==> config.mk <==
export PLATFORM = sky130hd
export DESIGN_NAME = bin_to_bcd_serial_flat
export DESIGN_NICKNAME = d
export VERILOG_FILES = /design/src/rtl/bcd_pkg.sv /design/src/rtl/bin_to_bcd_serial_if.sv /design/src/rtl/bcd_digit_adj.sv /design/src/rtl/bin_to_bcd_serial.sv /design/src/flat_wrapper.sv
export SDC_FILE = /design/constraint.sdc
export NUM_CORES = 1
export LEC_CHECK = 0
export ABC_AREA = 1
export ABC_CLOCK_PERIOD_IN_PS = 3750
export BUFFER_PORTS_ARGS = -buffer_cell sky130_fd_sc_hd__buf_2
export CORE_MARGIN = 2
export CORE_UTILIZATION = 50
export CTS_BUF_LIST = sky130_fd_sc_hd__clkbuf_8
export CTS_CLUSTER_SIZE = 12
export DETAILED_ROUTE_END_ITERATION = 10
export PLACE_DENSITY = 0.69
export SYNTH_ARGS = -nofsm -noshare
export SYNTH_HDL_FRONTEND = slang
export SYNTH_SLANG_ARGS = --single-unit
==> constraint.sdc <==
create_clock -name i_clk -period 3.75 [get_ports i_clk]
set_input_delay 1.125 -clock i_clk [delete_from_list [all_inputs] [get_ports i_clk]]
set_output_delay 1.125 -clock i_clk [all_outputs]
set_load 0.02 [all_outputs]
==> src/rtl/bcd_pkg.sv <==
// Shared types and constants for the serial binary-to-BCD converter.
package bcd_pkg;
    typedef enum logic [1:0] {IDLE, SHIFT, DONE} state_t;

    localparam int                    BCD_DIGIT_W = 4;
    localparam logic [BCD_DIGIT_W-1:0] ADJ_THRESH = 4'd5;
    localparam logic [BCD_DIGIT_W-1:0] ADJ_ADD    = 4'd3;
endpackage

==> src/rtl/bin_to_bcd_serial_if.sv <==
// Valid/ready bus between a binary producer, the converter and the BCD consumer.
interface bin_to_bcd_serial_if #(
    parameter int BIN_W  = 16,
    parameter int DIGITS = 5
);
    logic                  i_valid;
    logic                  o_ready;
    logic [BIN_W-1:0]      i_bin;
    logic                  o_valid;
    logic                  i_ready;
    logic [4*DIGITS-1:0]   o_bcd;
    logic                  o_overflow;

    modport master (output i_valid, i_bin, i_ready, input o_ready, o_valid, o_bcd, o_overflow);
    modport slave  (input i_valid, i_bin, i_ready, output o_ready, o_valid, o_bcd, o_overflow);
endinterface

==> src/rtl/bcd_digit_adj.sv <==
// Double-dabble digit correction: add 3 to a digit that is 5 or more, zero latency.
module bcd_digit_adj
    import bcd_pkg::*;
(
    input  logic [BCD_DIGIT_W-1:0] din_i,
    output logic [BCD_DIGIT_W-1:0] dout_o
);
    assign dout_o = (din_i >= ADJ_THRESH) ? din_i + ADJ_ADD : din_i;
endmodule

==> src/rtl/bin_to_bcd_serial.sv <==
// Serial binary-to-BCD (double dabble, one bit/clock); result valid BIN_W+1 cycles after accept.
// Result held until the consumer takes it; a new value may be loaded on that same edge.
module bin_to_bcd_serial
    import bcd_pkg::*;
#(
    parameter int BIN_W  = 16,
    parameter int DIGITS = 5
) (
    input  logic              i_clk,
    input  logic              i_rst_n,
    bin_to_bcd_serial_if.slave bus
);
    localparam int BCD_W = BCD_DIGIT_W * DIGITS;
    localparam int CNT_W = $clog2(BIN_W + 1);
    localparam int ACC_W = BCD_W + BIN_W;

    if (DIGITS < 1 || BIN_W < 1) begin : g_bad_params
        $error("bin_to_bcd_serial: DIGITS and BIN_W must both be >= 1");
    end

    state_t             state_q, state_d;
    logic [CNT_W-1:0]   cnt_q, cnt_d;
    logic [BIN_W-1:0]   shift_q, shift_d;
    logic [BCD_W-1:0]   bcd_q, bcd_d;
    logic               ovf_q, ovf_d;
    logic [BCD_W-1:0]   bcd_adj;
    logic [ACC_W-1:0]   acc;
    logic               rdy;
    logic               take;

    for (genvar k = 0; k < DIGITS; k++) begin : g_adj
        bcd_digit_adj u_adj (
            .din_i  (bcd_q[k*BCD_DIGIT_W +: BCD_DIGIT_W]),
            .dout_o (bcd_adj[k*BCD_DIGIT_W +: BCD_DIGIT_W])
        );
    end

    assign rdy  = (state_q == IDLE) | ((state_q == DONE) & bus.i_ready);
    assign take = bus.i_valid & rdy;

    always_comb begin
        state_d = state_q;
        cnt_d   = cnt_q;
        shift_d = shift_q;
        bcd_d   = bcd_q;
        ovf_d   = ovf_q;
        acc     = '0;
        case (state_q)
            IDLE: ;
            SHIFT: begin
                // Digits never exceed 9 before the shift, so per-digit adjust cannot carry.
                acc     = {bcd_adj, shift_q} << 1;
                bcd_d   = acc[ACC_W-1 -: BCD_W];
                shift_d = acc[BIN_W-1:0];
                ovf_d   = ovf_q | bcd_adj[BCD_W-1];
                cnt_d   = cnt_q - CNT_W'(1);
                if (cnt_q == CNT_W'(1)) begin
                    state_d = DONE;
                end
            end
            DONE: begin
                if (bus.i_ready) begin
                    state_d = IDLE;
                end
            end
            default: state_d = IDLE;
        endcase
        if (take) begin
            state_d = SHIFT;
            shift_d = bus.i_bin;
            bcd_d   = '0;
            ovf_d   = 1'b0;
            cnt_d   = CNT_W'(BIN_W);
        end
    end

    always_ff @(posedge i_clk) begin
        if (!i_rst_n) begin
            state_q <= IDLE;
            cnt_q   <= '0;
            shift_q <= '0;
            bcd_q   <= '0;
            ovf_q   <= 1'b0;
        end else begin
            state_q <= state_d;
            cnt_q   <= cnt_d;
            shift_q <= shift_d;
            bcd_q   <= bcd_d;
            ovf_q   <= ovf_d;
        end
    end

    assign bus.o_ready    = rdy;
    assign bus.o_valid    = (state_q == DONE);
    assign bus.o_bcd      = bcd_q;
    assign bus.o_overflow = ovf_q;
endmodule
==> src/flat_wrapper.sv <==
// flat-port wrapper written by rule: the top's interface ports become plain ports
module bin_to_bcd_serial_flat import bcd_pkg::*;
#(
    parameter int BIN_W  = 16,
    parameter int DIGITS = 5
)
  (i_clk, i_rst_n, bus_i_valid, bus_i_bin, bus_i_ready, bus_o_ready, bus_o_valid, bus_o_bcd, bus_o_overflow);
  bin_to_bcd_serial_if #(.BIN_W(BIN_W), .DIGITS(DIGITS)) bus_i ();
  input  logic i_clk;
  input  logic i_rst_n;
  input wire logic [$bits(bus_i.i_valid)-1:0] bus_i_valid;
  input wire logic [$bits(bus_i.i_bin)-1:0] bus_i_bin;
  input wire logic [$bits(bus_i.i_ready)-1:0] bus_i_ready;
  output wire logic [$bits(bus_i.o_ready)-1:0] bus_o_ready;
  output wire logic [$bits(bus_i.o_valid)-1:0] bus_o_valid;
  output wire logic [$bits(bus_i.o_bcd)-1:0] bus_o_bcd;
  output wire logic [$bits(bus_i.o_overflow)-1:0] bus_o_overflow;
  assign bus_i.i_valid = bus_i_valid;
  assign bus_i.i_bin = bus_i_bin;
  assign bus_i.i_ready = bus_i_ready;
  assign bus_o_ready = bus_i.o_ready;
  assign bus_o_valid = bus_i.o_valid;
  assign bus_o_bcd = bus_i.o_bcd;
  assign bus_o_overflow = bus_i.o_overflow;
  bin_to_bcd_serial #(.BIN_W(BIN_W), .DIGITS(DIGITS)) u_core (.i_clk(i_clk), .i_rst_n(i_rst_n), .bus(bus_i));
endmodule
# [After elaboration in Yosys (flattened, before gate mapping)]
# Cells that the tools add are included.
[classes] add_sub_neg=6 magnitude_cmp=5 n_eq_ne=8 mux=13 bitwise_logic=6 reduce_logical=5
[op_table] op="16-bit two-way mux" n=2
[op_table] op="4-bit by 2-bit adder with 4-bit output, second input constant" n=5
[op_table] op="4-bit by 3-bit >= comparator with 1-bit output, second input constant" n=5
[op_table] op="4-bit two-way mux" n=5
[op_table] op="5-bit two-way mux" n=2
[op_table] op="2-bit one-hot mux with 3 select lines" n=1
[op_table] op="3-bit AND reduction" n=2
[op_table] op="5-bit by 1-bit equality test with 1-bit output, second input constant" n=1
[op_table] op="5-bit by 1-bit subtractor with 5-bit output, second input constant" n=1
[op_table] op="2-bit two-way mux" n=2
[op_table] op="2-bit by 1-bit inequality test with 1-bit output, second input constant" n=2
[op_table] op="3-bit by 1-bit inequality test with 1-bit output, second input constant" n=1
[op_table] op="3-bit by 2-bit inequality test with 1-bit output, second input constant" n=1
[op_table] op="1-bit AND" n=2
[op_table] op="2-bit by 1-bit equality test with 1-bit output, second input constant" n=1
[op_table] op="2-bit equality test, second input constant" n=1
[op_table] op="2-bit zero test" n=1
[op_table] op="2-bit inequality test, second input constant" n=1
[op_table] op="1-bit NOT" n=2
[op_table] op="1-bit OR" n=2
[op_table] op="2-bit nonzero test" n=1
[op_table] op="2-bit OR reduction" n=1
[op_table] op="1-bit two-way mux" n=1
[word_totals] ff_bits=44 inputBits=20 elab_cells=50

# [Logic depth before layout (Yosys ltp)]
[logic_depth] depth_word=6 depth_mapped=10 depth_no_buf=10

# [Modules after synthesis]
# A second synthesis with hierarchy kept.
[unflattened] hier_cells=390 hier_area_um2=2618.8
[by_module_without_submodules] mod="bin_to_bcd_serial" instances=1 cells_each=275 area_each_um2=1943.1
[by_module_without_submodules] mod="bcd_digit_adj" instances=5 cells_each=23 area_each_um2=135.1

# [Worst setup path after synthesis]
# Ideal clock, no wire load.
[synth_timing] kind="input to output" startpoint="in bus_i_ready" endpoint="out bus_o_ready" arrival_ns=1.543 t_required_ns=2.625 slack_ns=1.082 stages=2 path_cell_list="inv_1 a21oi_1"
[synth_between] elab_chain_cells=2
[synth_lines] item="start: declaration" line="flat_wrapper.sv:13" text="input wire logic [$bits(bus_i.i_ready)-1:0] bus_i_ready;"
[synth_lines] item="1-bit AND" line="bin_to_bcd_serial.sv:38" text="assign rdy = (state_q == IDLE) | ((state_q == DONE) & bus.i_ready);"
[synth_lines] item="1-bit OR" line="bin_to_bcd_serial.sv:38"
[synth_lines] item="end: declaration" line="flat_wrapper.sv:14" text="output wire logic [$bits(bus_i.o_ready)-1:0] bus_o_ready;"
# No other way between the ends.

# [Final worst setup path]
# Ends and elaborated chain as after synthesis.

==> flow_summary_export.csv <==
group,metric,value,unit
floorplan,coreArea,0.00466,mm²
routing,drcViolationCount,0,
critical_path,reg2reg_slack,1.57,ns
synthesis,syn_inst,373,
floorplan,rows,25,
global_route,grt_max_degree,43,
critical_path,cpLargestDelayFamily,"buffers and inverters",
global_route,grt.total_usage,18.5,%
global_route,grt_pass1_wl,8.02,mm
sta,finClkSkew,0.00600,ns
synthesis,synth_nets,405,
critical_path,path_class,"in2out",
critical_path,r2r_cells,5,
sta,rsz0062_at_grt,"no",
floorplan,die_y,73.2,µm
critical_path,crit_arrival,1.58,ns
critical_path,crit_path_top_delay_cell,"buf_2",
critical_path,critPathMaxFanout,3,
pwr,ir_drop,0.223,mV
routing,dr.pass1.iters,4,
synthesis,synth-seq-cells,44,
sta,tightest_slew,0.766,ns
synthesis,netlist.area_leader.share,36.8,%
floorplan,die_area,0.00536,mm²
sta,slew_viol_final,0,
synthesis,synth_area_leaders,"dfxtp_1, nand2_1, nand3_1",
pwr,p_per_area,369,mW/mm²
floorplan,pin_count,43,
hold_path,hold_class,"reg2reg",
critical_path,cpMostUsedCell,"buf_2",
synthesis,yosysSeqAreaShare,36.8,%
clock_tree,cts_resized,0,
critical_path,start_kind,"primary input",
hold_path,whs_path_depth,2,
clock_tree,max-clock-path-buffers,2,
global_route,grt_overflow_total,0,
critical_path,worstSetupEndpointType,"primary output",
clock_tree,clk_pin_slew_worst_paths,0.08,ns
global_route,antenna_found_initial,0,
hold_path,min_from,"u_core.bus.o_overflow",
critical_path,timing.rr.start,"u_core.state_q[0]",
global_route,grt_pass1_vias,1950,
synthesis,synth_warnings,0,
clock_tree,post_cts_buffers,0,
sta,slew_headroom,48.7,%
hold_path,min_to,"u_core.bus.o_overflow",
routing,wl,4.61,mm
place,gp_congestion,0.823,
critical_path,required,2.62,ns
sta,final.period_utilization,72.0,%
synthesis,synth.distinct_cells,19,
routing,drtIter0Drc,107,
clock_tree,cts_hold_buffers,0,
final_layout,diodes,0,
place,dp_hpwl,3.08,mm
clock_tree,cts_buffers,5,
final_layout,area_growth_syn_to_layout,11.9,%
place,dp_slack,1.04,ns
final_layout,nFillCells,477,
final_layout,fin_nets,440,
synthesis,synth.largest_area_cell,"dfxtp_1",
floorplan,start_util,51.4,%
critical_path,reg2reg_to,"u_core.cnt_q[2]",
clock_tree,clk_latency,0.29,ns
clock_tree,numClockSinks,44,
sta,setup-tns-final,0,ns
routing,via_per_inst,4.88,
outcome,outcome,"finished, final reports clean",
job,maxCapViolCount,0,
critical_path,cp_cell_sequence,"buf_2, inv_1, a21oi_1, buf_2",
final_layout,drive_gt1_share,13.7,%
routing,wl_per_cell,9.96,µm
sta,finalSetupViolCount,0,
sta,maxClockFrequency,370,MHz
critical_path,critPathBufInv,3,
sta,fin_crit,2.70,ns
synthesis,syn_avg_cell_area,6.42,µm²
critical_path,cpPeakStageDelay,0.19,ns
place,port_buffers,42,
sta,finalHoldViolations,0,
synthesis,syn_area,0.00239,mm²
floorplan,dieWidth,73.2,µm
routing,vias,2261,
routing,ant_nets,0,
sta,layout_setup_ws,1.05,ns
clock_tree,clockRootBuffer,"clkbuf_8",
clock_tree,cts_tree,"built",
pwr,power.leakage,0.00133,µW
clock_tree,htree_levels,2,
## per-layer routing
metal / track usage [%] / vias up / routed length (µm)
li1: - / 1234 / -
met1: 23.7 / 982 / 2320
met2: 31.1 / 43 / 2090
met3: 4.56 / 2 / 179
met4: 4.32 / 0 / 23
met5: 0 / - / 0
## metrics by stage
step	area (µm²)	hold WS (ns)	util, %	total power [µW]	cells
after floorplan	2390	0.445	-	670	373
after global placement	2590	0.446	55.5	703	455
after detailed placement	2590	0.453	55.5	706	455
after CTS	2680	0.465	57.5	1000	463
after global routing	2680	0.480	57.5	1050	463
final	2680	0.464	57.5	987	463
## flip-flops by register name, summed over array words and instances, names as in the netlist
register               count
u_core.shift_q            16
u_core.state_q             2
u_core.bus.o_overflow      1
u_core.cnt_q               5
u_core.bus.o_bcd          20
## power breakdown
| group | switching [µW] | leakage (µW) | total (µW) | internal [µW] |
|---|---|---|---|---|
| sequential | 20.1 | 0.000360 | 516 | 496 |
| clock | 149 | 0.0000538 | 294 | 145 |
| combinational | 114 | 0.000919 | 177 | 63.0 |
| total | 283 | 0.00133 | 987 | 704 |
## synth_stat cells
library cell and number:
xor2_1 1, buf_4 2, or2_1 1, nand3_1 52, buf_6 2, buf_1 1, buf_2 10, nand2_1 106
o21ai_0 8, or2_2 1, nand3_2 2, nand4_1 1, nor2_1 55, a21oi_1 27, nand2_2 2, dfxtp_1 44
inv_2 2, inv_1 44, ha_1 12
## worst max path at each step
stage           startpoint          end  depth (start not counted)
6_report       bus_i_ready  bus_o_ready                          4
5_1_grt        bus_i_ready  bus_o_ready                          4
4_1_cts        bus_i_ready  bus_o_ready                          4
3_5_place_dp   bus_i_ready  bus_o_ready                          4
3_3_place_gp   bus_i_ready  bus_o_ready                          4
2_1_floorplan  bus_i_ready  bus_o_ready                          2
## tightest hold or removal path, cell delays in order, from the launching register on
cell     delay (ns)
dfxtp_1        0.32
inv_1          0.05
a21oi_1        0.05
## cell usage in the layout, fill, tap and decap left out, types with 2 or more instances in the layout
cell type | Yosys | layout
o21ai_0 | 8 | 8
ha_1 | 12 | 12
inv_2 | 2 | 2
nor2_1 | 55 | 55
dfxtp_1 | 44 | 44
clkbuf_8 | 0 | 6
nand3_2 | 2 | 2
buf_2 | 10 | 42
nand2_1 | 106 | 106
inv_1 | 44 | 46
nand3_1 | 52 | 52
a21oi_1 | 27 | 27
nand2_2 | 2 | 2
## final cells by class
class                           count  area [µm²]  area share (%)
Multi-Input combinational cell    268        1250            46.7
Clock buffer                        6        82.6            3.08
Clock inverter                      2        7.51           0.280
Timing Repair Buffer               43         218            8.13
Inverter                           46         173            6.45
Sequential cell                    44         881            32.9
Tap cell                           54        67.6            2.52
## logic make-up (layout without fill, tap and decap cells)
family	after synthesis	in the layout	share of synthesized area, %
flops	44	44	36.8
buf+inv	61	97	11.0
fa+ha+maj	12	12	6.27
xor+xnor	1	1	0.366
simple gates	220	220	38.2
compound gates	35	35	7.31
Note: power is estimated with default switching activity, not from simulation.
